===== config.mk =====
export PLATFORM = sky130hd
export DESIGN_NAME = instruction_cache_dm
export DESIGN_NICKNAME = d
export VERILOG_FILES = /design/src/rtl/instruction_cache_dm.sv
export SDC_FILE = /design/constraint.sdc
export NUM_CORES = 1
export LEC_CHECK = 0
export CAP_MARGIN = 20
export CORE_UTILIZATION = 40
export CTS_BUF_LIST = sky130_fd_sc_hd__clkbuf_8
export CTS_CLUSTER_DIAMETER = 50
export CTS_CLUSTER_SIZE = 24
export DETAILED_ROUTE_END_ITERATION = 12
export HOLD_SLACK_MARGIN = 0.15
export PLACE_DENSITY = 0.54
export SYNTH_ARGS = -nofsm -noshare
export SYNTH_HDL_FRONTEND = slang
export SYNTH_SLANG_ARGS = --single-unit

===== constraint.sdc =====
create_clock -name clock_i -period 8.05 [get_ports clock_i]
set_clock_uncertainty 0.05 [all_clocks]
set_input_delay 1.61 -clock clock_i [delete_from_list [all_inputs] [get_ports clock_i]]
set_output_delay 1.61 -clock clock_i [all_outputs]
set_load 0.02 [all_outputs]

===== src/rtl/instruction_cache_dm.sv =====
// Direct-mapped instruction cache. Each set holds one instruction, a tag and a
// valid bit. A miss issues a refill request to the backing memory and waits
// for its acknowledge. Hit and miss counters saturate at all-ones.
module instruction_cache_dm #(
    parameter int ADDR_WIDTH    = 32,
    parameter int DATA_WIDTH    = 32,
    parameter int NUM_SETS      = 16,   // power of two, at least 2
    parameter int OFFSET_BITS   = 3,
    parameter int COUNTER_WIDTH = 16
) (
    input  logic                     clock_i,
    input  logic                     reset_i,
    input  logic                     fetch_req_i,
    input  logic [ADDR_WIDTH-1:0]    pc_i,
    input  logic                     flush_i,
    output logic                     fetch_ready_o,
    output logic                     instr_valid_o,
    output logic [DATA_WIDTH-1:0]    instruction_o,
    output logic                     mem_req_o,
    output logic [ADDR_WIDTH-1:0]    mem_addr_o,
    input  logic                     mem_ack_i,
    input  logic [DATA_WIDTH-1:0]    mem_data_i,
    output logic [COUNTER_WIDTH-1:0] hit_count_o,
    output logic [COUNTER_WIDTH-1:0] miss_count_o
);

    localparam int SET_BITS = $clog2(NUM_SETS);
    localparam int BLOCK_W  = ADDR_WIDTH - OFFSET_BITS;
    localparam int TAG_W    = BLOCK_W - SET_BITS;
    localparam logic [ADDR_WIDTH-1:0]    OFFSET_MASK = ADDR_WIDTH'((64'd1 << OFFSET_BITS) - 64'd1);
    localparam logic [COUNTER_WIDTH-1:0] COUNT_ONE   = COUNTER_WIDTH'(1);

    typedef enum logic [1:0] {IDLE, REFILL, RESPOND} state_t;

    state_t state_q, state_d;

    logic [TAG_W-1:0]      tag_mem  [NUM_SETS];
    logic [DATA_WIDTH-1:0] data_mem [NUM_SETS];
    logic [NUM_SETS-1:0]   valid_q;

    logic [SET_BITS-1:0]      req_set_q;
    logic [TAG_W-1:0]         req_tag_q;
    logic [DATA_WIDTH-1:0]    refill_data_q;
    logic                     instr_valid_q;
    logic [DATA_WIDTH-1:0]    instruction_q;
    logic                     mem_req_q;
    logic [ADDR_WIDTH-1:0]    mem_addr_q;
    logic [COUNTER_WIDTH-1:0] hit_count_q;
    logic [COUNTER_WIDTH-1:0] miss_count_q;

    // Address decomposition of the incoming PC.
    logic [BLOCK_W-1:0]    pc_block;
    logic [SET_BITS-1:0]   pc_set;
    logic [TAG_W-1:0]      pc_tag;
    logic [ADDR_WIDTH-1:0] pc_line_addr;
    logic                  accept;
    logic                  lookup_hit;
    logic                  refill_done;

    assign pc_block     = pc_i[ADDR_WIDTH-1:OFFSET_BITS];
    assign pc_set       = pc_block[SET_BITS-1:0];
    assign pc_tag       = pc_block[BLOCK_W-1:SET_BITS];
    assign pc_line_addr = pc_i & ~OFFSET_MASK;
    assign accept       = fetch_req_i && (state_q == IDLE);
    // Lookup reads the registered valid bits, so a flush in the same cycle
    // does not hide a hit on the request being accepted.
    assign lookup_hit   = valid_q[pc_set] && (tag_mem[pc_set] == pc_tag);
    assign refill_done  = (state_q == REFILL) && mem_ack_i;

    // State register.
    always_ff @(posedge clock_i or posedge reset_i) begin
        if (reset_i) state_q <= IDLE;
        else         state_q <= state_d;
    end

    // Next-state logic: misses refill and then respond; hits stay in IDLE.
    always_comb begin
        state_d = state_q;
        case (state_q)
            IDLE:    if (accept && !lookup_hit) state_d = REFILL;
            REFILL:  if (mem_ack_i)             state_d = RESPOND;
            RESPOND: state_d = IDLE;
            default: state_d = IDLE;
        endcase
    end

    // Output decode: the cache only accepts requests while idle.
    always_comb begin
        fetch_ready_o = (state_q == IDLE);
    end

    // Tag/data arrays: written only when a refill completes.
    always_ff @(posedge clock_i) begin
        if (refill_done) begin
            tag_mem[req_set_q]  <= req_tag_q;
            data_mem[req_set_q] <= mem_data_i;
        end
    end

    // Valid bits: flush takes priority over a completing refill.
    always_ff @(posedge clock_i or posedge reset_i) begin
        if (reset_i)          valid_q <= '0;
        else if (flush_i)     valid_q <= '0;
        else if (refill_done) valid_q[req_set_q] <= 1'b1;
    end

    // Registered outputs, refill bookkeeping and saturating counters.
    always_ff @(posedge clock_i or posedge reset_i) begin
        if (reset_i) begin
            instr_valid_q <= 1'b0;
            instruction_q <= '0;
            mem_req_q     <= 1'b0;
            mem_addr_q    <= '0;
            req_set_q     <= '0;
            req_tag_q     <= '0;
            refill_data_q <= '0;
            hit_count_q   <= '0;
            miss_count_q  <= '0;
        end else begin
            instr_valid_q <= 1'b0;
            case (state_q)
                IDLE: begin
                    if (accept && lookup_hit) begin
                        instr_valid_q <= 1'b1;
                        instruction_q <= data_mem[pc_set];
                        if (hit_count_q != '1) hit_count_q <= hit_count_q + COUNT_ONE;
                    end else if (accept) begin
                        mem_req_q  <= 1'b1;
                        mem_addr_q <= pc_line_addr;
                        req_set_q  <= pc_set;
                        req_tag_q  <= pc_tag;
                        if (miss_count_q != '1) miss_count_q <= miss_count_q + COUNT_ONE;
                    end
                end
                REFILL: begin
                    if (mem_ack_i) begin
                        mem_req_q     <= 1'b0;
                        refill_data_q <= mem_data_i;
                    end
                end
                RESPOND: begin
                    instr_valid_q <= 1'b1;
                    instruction_q <= refill_data_q;
                end
                default: ;
            endcase
        end
    end

    assign instr_valid_o = instr_valid_q;
    assign instruction_o = instruction_q;
    assign mem_req_o     = mem_req_q;
    assign mem_addr_o    = mem_addr_q;
    assign hit_count_o   = hit_count_q;
    assign miss_count_o  = miss_count_q;

endmodule

==> qor.yml, run 1 <==
cts:
  clk_pin_slew_ns: 0.10
  insertion_delay_ns: 0.81
  cts-root-buf: "clkbuf_8"
  htreeDepth: 3
  cts_tree: "done"
  clk_path_buf_depth: 3
  cts_hold_buf: 0
  cts_sinks: 1057
  numCtsBuffers: 117
  cts.repair.resized: 0
  cts_setup_buffers: 0
grt:
  antenna_found_initial: 2
  grt_pass1_vias: 21583
  grt.total_usage: 0.1964
  grt_pass1_wl_mm: 147.8
  grt_max_degree: 88
  overflow: 0
sta:
  hold-worst-slack_ns: 0.4174
  finalMaxSlewViolations: 0
  rsz0062_at_grt: "false"
  final.setup.tns_ns: 0
  setup_viol: 0
  clock.fmax_ghz: 0.1643
  fin_crit_ns: 6.088
  timing.final.crit_share: 0.7562
  tightest_slew_ns: 1.077
  hold_viol: 0
  slew_headroom: 0.2805
synth:
  avgSynthCellArea_um2: 20.01
  synth-edff-count: 912
  synthCells: 2075
  yosysWarnings: 0
  synthesis.area_um2: 41510
  synth_top_cell_by_area: "edfxtp_1"
  ys_ff_latch: 1057
  synth_area_leaders: "edfxtp_1 (66%), mux4_2 (13%), dfrtp_1 (8.7%)"
  synth_top_area_share: 0.6597
  synth-main-ff-cell: "edfxtp_1"
  seq_area_frac_synth: 0.7471
  synthDistinctLibCells: 63
  async_flop_share: 0.1372
critical_path:
  crit_family: "buffers and inverters"
  cp_cell_sequence: "buf_8 > buf_4 > mux4_2 > mux2i_1 > xor2_1 > o211ai_1 > a22oi_1 > and3_1 > and3_1 > nor2_4 > buf_4 > mux2_4"
  reg2reg_slack_ns: 3.44
  cp-end-kind: "flop"
  crit_type: "primary input to flop"
  cp_slowest_cell: "nor2_4"
  crit_fanout: 87
  start_kind: "primary input"
  slowest_delay_ns: 0.93
  critPathRequiredTime_ns: 8.68
  cp.buffers_inverters: 3
  arrival_ns: 6.72
floorplanning:
  initial_core_util: 0.4057
  core_area_um2: 102300
  ios: 168
  die_h_um: 324.2
  rows: 117
  dieWidth_um: 324.2
  dieArea_um2: 105100
route:
  dr.pass1.iters: 5
  drt-initial-drc-count: 1798
  remaining_drc_errors: 0
  post_drt_wl_per_cell_um: 26.86
  wirelength_mm: 101.4
  routed_via_density: 5.463
  dr_total_vias: 20635
  antenna_left: 0
cells_and_area:
  fin_nets: 2373
  area_growth_pct: 15.27
  final_common_cell: "edfxtp_1"
  drive_gt1_frac: 0.2514
  n_fill_cell: 8513
  layout_common_cells: "edfxtp_1 (912), mux4_2 (244), clkdlybuf4s50_1 (157)"
min_path:
  worstHoldPathType: "flop to flop"
placed_design:
  globalplace.congestion: 0.7382
  hpwl_mm: 53.80
  port_buffers: 161
status:
  status: "finished, final reports clean"
power_and_ir_drop:
  power_frac_comb: 0.127
  pwr-share-clk: 0.333
  intPower_mw: 9.487
  power_density_nw_per_um2: 272.5
  power_switching_mw: 3.555
  ir_drop_uv: 221.6
  p_leak_nw: 16.12
  switching_share: 0.2726
  report.power.total_mw: 13.04
  seqPwrFrac: 0.540
flow_run:
  maxCapViolCount: 0
## worst reg2reg max path: stages (launching register included)
cell,delay [ns]
edfxtp_1,0.37
mux4_2,0.48
a22oi_1,0.23
a21oi_1,0.09
or4_1,0.63
a2111oi_2,0.41
and4_1,0.36
and3_1,0.73
nor2_4,0.38
buf_4,0.41
mux2_4,0.36
## cell usage after synthesis, types with 3 or more instances
cell / n
nand4_1: 12
o21a_1: 3
xor2_1: 35
buf_2: 29
buf_6: 9
clkbuf_1: 31
o221a_2: 11
xnor2_1: 12
nor2b_1: 9
mux4_2: 244
edfxtp_1: 912
a21oi_1: 4
a21o_1: 3
nor3_1: 22
o32ai_1: 4
a22oi_1: 17
dfrtp_1: 145
buf_4: 16
mux2_2: 21
nor4_1: 4
and2_1: 10
o21ai_0: 5
a221oi_1: 5
nor2_1: 75
nand3b_1: 6
buf_1: 19
mux2i_1: 64
nand2b_1: 18
and3_1: 12
o22ai_1: 3
mux2_4: 29
o221ai_1: 24
or4_1: 3
inv_1: 50
nand2_1: 153
a211oi_1: 3
nand3_1: 17
## final cells by class
type,count,area [µm²],area share
Antenna cell,2,5.005,0.0001046
Clock buffer,126,1734,0.03624
Timing Repair Buffer,210,2086,0.04359
Sequential cell,1057,31010,0.6481
Tap cell,1368,1712,0.03577
Clock inverter,98,1220,0.02549
Inverter,51,198.9,0.004157
Multi-Input combinational cell,865,9882,0.2065
## per-layer routing
layer	routed length, µm	global-route usage	vias to the layer above
li1	-	-	8815
met1	44540	0.2747	11166
met2	50270	0.3250	524
met3	4643	0.02554	130
met4	1975	0.05147	0
met5	0	0	-
## cell families (layout without fill, tap and decap cells)
logic type	count (synthesis)	count (layout)	share of synthesized area
other cells	1	5	0.00009033
mux	358	358	0.1640
xor+xnor	47	47	0.009915
compound gates	101	101	0.02040
fa+ha+maj	2	2	0.0006027
flops	1057	1057	0.7471
simple gates	354	354	0.03996
buf+inv	155	485	0.01796
## through the flow
stage,setup slack [ns],utilization,instance area (µm²),instances
after floorplan,1.306,-,41520,2077
after global placement,1.124,0.4387,44890,3551
after detailed placement,1.119,0.4387,44890,3551
after CTS,1.983,0.4676,47850,3775
after global routing,1.787,0.4676,47850,3777
final,1.962,0.4676,47850,3777
## power by group through the flow
stage          combinational, mW  sequential, mW  clock, mW
2_1_floorplan              0.760            7.21          0
3_3_place_gp                1.67            7.12          0
3_5_place_dp                1.69            7.17          0
4_1_cts                     1.69            7.05       4.45
5_1_grt                     1.78            7.12       4.64
6_report                    1.66            7.04       4.34
## registers in the layout (all words and copies together) (netlist names)
register       flops
refill_data_q     32
req_tag_q         25
req_set_q          3
mem_addr_o         1
data_mem         512
hit_count_o       16
valid_q           16
tag_mem          400
instr_valid_o      1
instruction_o     32
state_q            2
mem_req_o          1
miss_count_o      16
## worst paths after layout
kind,from,to,depth (start not counted)
setup / recovery,pc_i[4],req_tag_q[7]$_DFFE_PP0P_,12
hold / removal,refill_data_q[25]$_DFFE_PP0P_,instruction_o[25]$_DFFE_PP0P_,2
setup reg to reg,tag_mem[14][11]$_DFFE_PP_,req_tag_q[7]$_DFFE_PP0P_,10
hold reg to reg,refill_data_q[25]$_DFFE_PP0P_,instruction_o[25]$_DFFE_PP0P_,2
max in group asynchronous,reset_i,refill_data_q[13]$_DFFE_PP0P_,3
min in group asynchronous,reset_i,req_tag_q[20]$_DFFE_PP0P_,2
Note: power is estimated with default switching activity, not from simulation.
==> run 2: changes to the inputs <==
==> constraint.sdc (replaced) <==
create_clock -name clock_i -period 6.2 [get_ports clock_i]
set_clock_uncertainty 0.05 [all_clocks]
set_input_delay 1.24 -clock clock_i [delete_from_list [all_inputs] [get_ports clock_i]]
set_output_delay 1.24 -clock clock_i [all_outputs]
set_load 0.02 [all_outputs]
==> run 2 against run 1 <==
- die area unchanged
- combinational power up 30%
- via count up 0.50%
- design area down 0.26%
- largest power group unchanged
==> qor.yml, run 2 (synthesis gave the netlist of run 1 again) <==
status:
  status: "finished, final reports clean"
power_and_ir_drop:
  power_density_nw_per_um2: 344.0  # +26%
  ir_drop_uv: 280.7  # +27%
  p_leak_nw: 16.07  # -0.31%
cts:
  cts_hold_buf: 0  # unchanged
  clk_pin_slew_ns: 0.08  # -0.02 ns
  cts_tree: "done"
  cts_sinks: 1057  # unchanged
  cts.repair.resized: 0  # unchanged
  cts-root-buf: "clkbuf_8"
  numCtsBuffers: 117  # unchanged
  clk_path_buf_depth: 3  # unchanged
  htreeDepth: 3  # unchanged
  cts_setup_buffers: 0  # unchanged
  insertion_delay_ns: 0.81  # about the same
floorplanning:
  initial_core_util: 0.4057  # unchanged
  die_h_um: 324.2  # unchanged
  dieWidth_um: 324.2  # unchanged
  ios: 168  # unchanged
  rows: 117  # unchanged
  core_area_um2: 102300  # unchanged
  dieArea_um2: 105100  # unchanged
critical_path:
  crit_fanout: 66  # -24%
  crit_type: "primary input to flop"
  cp_cell_sequence: "buf_8 > buf_4 > mux2_2 > o32ai_1 > a2111oi_0 > nor2_1 > nand4_1 > nor4_1 > nand4_1 > buf_12 > nand2b_2 > buf_4 > o221a_2"
  cp-end-kind: "flop"
  slowest_delay_ns: 0.54  # -0.39 ns
  start_kind: "primary input"
  arrival_ns: 5.07  # -1.65 ns
  reg2reg_slack_ns: 2.35  # -1.09 ns
  cp_slowest_cell: "buf_8"
  critPathRequiredTime_ns: 6.83  # -1.85 ns
cells_and_area:
  largest_reg_flops: 512  # unchanged
  n_fill_cell: 8586  # +0.86%
  regArea_um2: 31010  # unchanged
  final_common_cell: "edfxtp_1"
  reg_top3: "data_mem: 512 flops, tag_mem: 400 flops"
  drive_gt1_frac: 0.2503  # -0.001040
  top_register: "data_mem"
  final_cell_area_um2: 47730  # -0.26%
  multi_input_area_um2: 9907  # +0.25%
  layout_common_cells: "edfxtp_1 (912), mux4_2 (244), clkdlybuf4s50_1 (157)"
  fin_nets: 2385  # +0.51%
  area_growth_pct: 14.97
route:
  routed_via_density: 5.476  # +0.24%
  dr.pass1.iters: 7  # +2
  antenna_left: 0  # unchanged
  dr_total_vias: 20739  # +0.50%
  wirelength_mm: 101.6  # +0.14%
  drt-initial-drc-count: 1943  # +8.1%
  post_drt_wl_per_cell_um: 26.82  # -0.12%
  remaining_drc_errors: 0  # unchanged
sta:
  timing.final.crit_share: 0.7162
  final.setup.tns_ns: 0  # unchanged
  slew_headroom: 0.2925  # +0.01201
  hold-worst-slack_ns: 0.4221  # +0.004694 ns
  finalMaxSlewViolations: 0  # unchanged
  tightest_slew_ns: 1.061  # -0.01547 ns
  clock.fmax_ghz: 0.2252
  setup_viol: 0  # unchanged
  hold_viol: 0  # unchanged
  timing.final.ws_setup_ns: 1.759  # -0.2031 ns
  fin_crit_ns: 4.441
  rsz0062_at_grt: "false"
placed_design:
  port_buffers: 161  # unchanged
  preCtsSetupSlack_ns: 0.9030  # -0.2161 ns
  dpl-instance-area_um2: 45130  # +0.52%
  hpwl_mm: 54.86  # +2.0%
  globalplace.congestion: 0.7510  # +1.7%
grt:
  grt_max_degree: 89  # +1.1%
  grt_pass1_vias: 21511  # -0.33%
  grt_pass1_wl_mm: 148.2  # +0.31%
  overflow: 0  # unchanged
  grt.total_usage: 0.1964  # about the same
  antenna_found_initial: 4  # +2
min_path:
  worstHoldPathType: "flop to flop"
flow_run:
  maxCapViolCount: 0  # unchanged
-- run 2: cell count changes in the layout (fill, tap and decap cells not counted), sizes merged --
cell / previous run / this run
clkbuf: 126 / 117
clkinv: 35 / 44
buf: 53 / 65
bufinv: 17 / 9
inv: 89 / 92
clkinvlp: 8 / 11
-- run 2: final cells by class --
cell class,instances,share of cell area
antenna,2,0.0001049
clock buffer,117,0.03374
clock inverter,105,0.02066
inverter,51,0.004142
multi-input combinational,865,0.2076
sequential,1057,0.6498
tap,1368,0.03586
timing repair buffer,222,0.04810
-- run 2: per-stage QoR --
| step | power [mW] | utilization | cells |
|---|---|---|---|
| after floorplan | 10.35 | - | 2077 |
| after global placement | 11.45 | 0.4409 | 3562 |
| after detailed placement | 11.53 | 0.4410 | 3563 |
| after CTS | 16.61 | 0.4664 | 3785 |
| after global routing | 17.07 | 0.4664 | 3787 |
| final | 16.42 | 0.4664 | 3787 |
-- run 2: worst max-delay path: cells and delay by family --
kind	cells	cell delay, ns
buffers and inverters	4	1.41
and+or+nand+nor	5	1.27
AOI/OAI and AO/OA	3	0.67
muxes	1	0.35
-- run 2: report_power, final --
| part | switching [mW] | internal [mW] | total [mW] |
|---|---|---|---|
| sequential | 0.575 | 8.58 | 9.16 |
| combinational | 1.18 | 0.978 | 2.16 |
| clock | 2.80 | 2.30 | 5.10 |
-- run 2: final timing paths --
kind | from | endpoint | cells past startpoint
worst max-delay path | pc_i[3] | instruction_o[30]$_DFFE_PP0P_ | 13
worst min-delay path | refill_data_q[5]$_DFFE_PP0P_ | refill_data_q[5]$_DFFE_PP0P_ | 2
worst max register to register | tag_mem[10][11]$_DFFE_PP_ | instruction_o[30]$_DFFE_PP0P_ | 11
worst min register to register | refill_data_q[5]$_DFFE_PP0P_ | refill_data_q[5]$_DFFE_PP0P_ | 2
max in group asynchronous | reset_i | instruction_o[19]$_DFFE_PP0P_ | 3
min in group asynchronous | reset_i | req_tag_q[10]$_DFFE_PP0P_ | 2
-- run 2: routing by layer --
layer	vias up	track usage	share of wire
met5	-	0	0.00039
met4	6	0.04633	0.017
met3	138	0.03228	0.053
met2	581	0.3145	0.48
met1	11180	0.2817	0.45
li1	8834	-	-
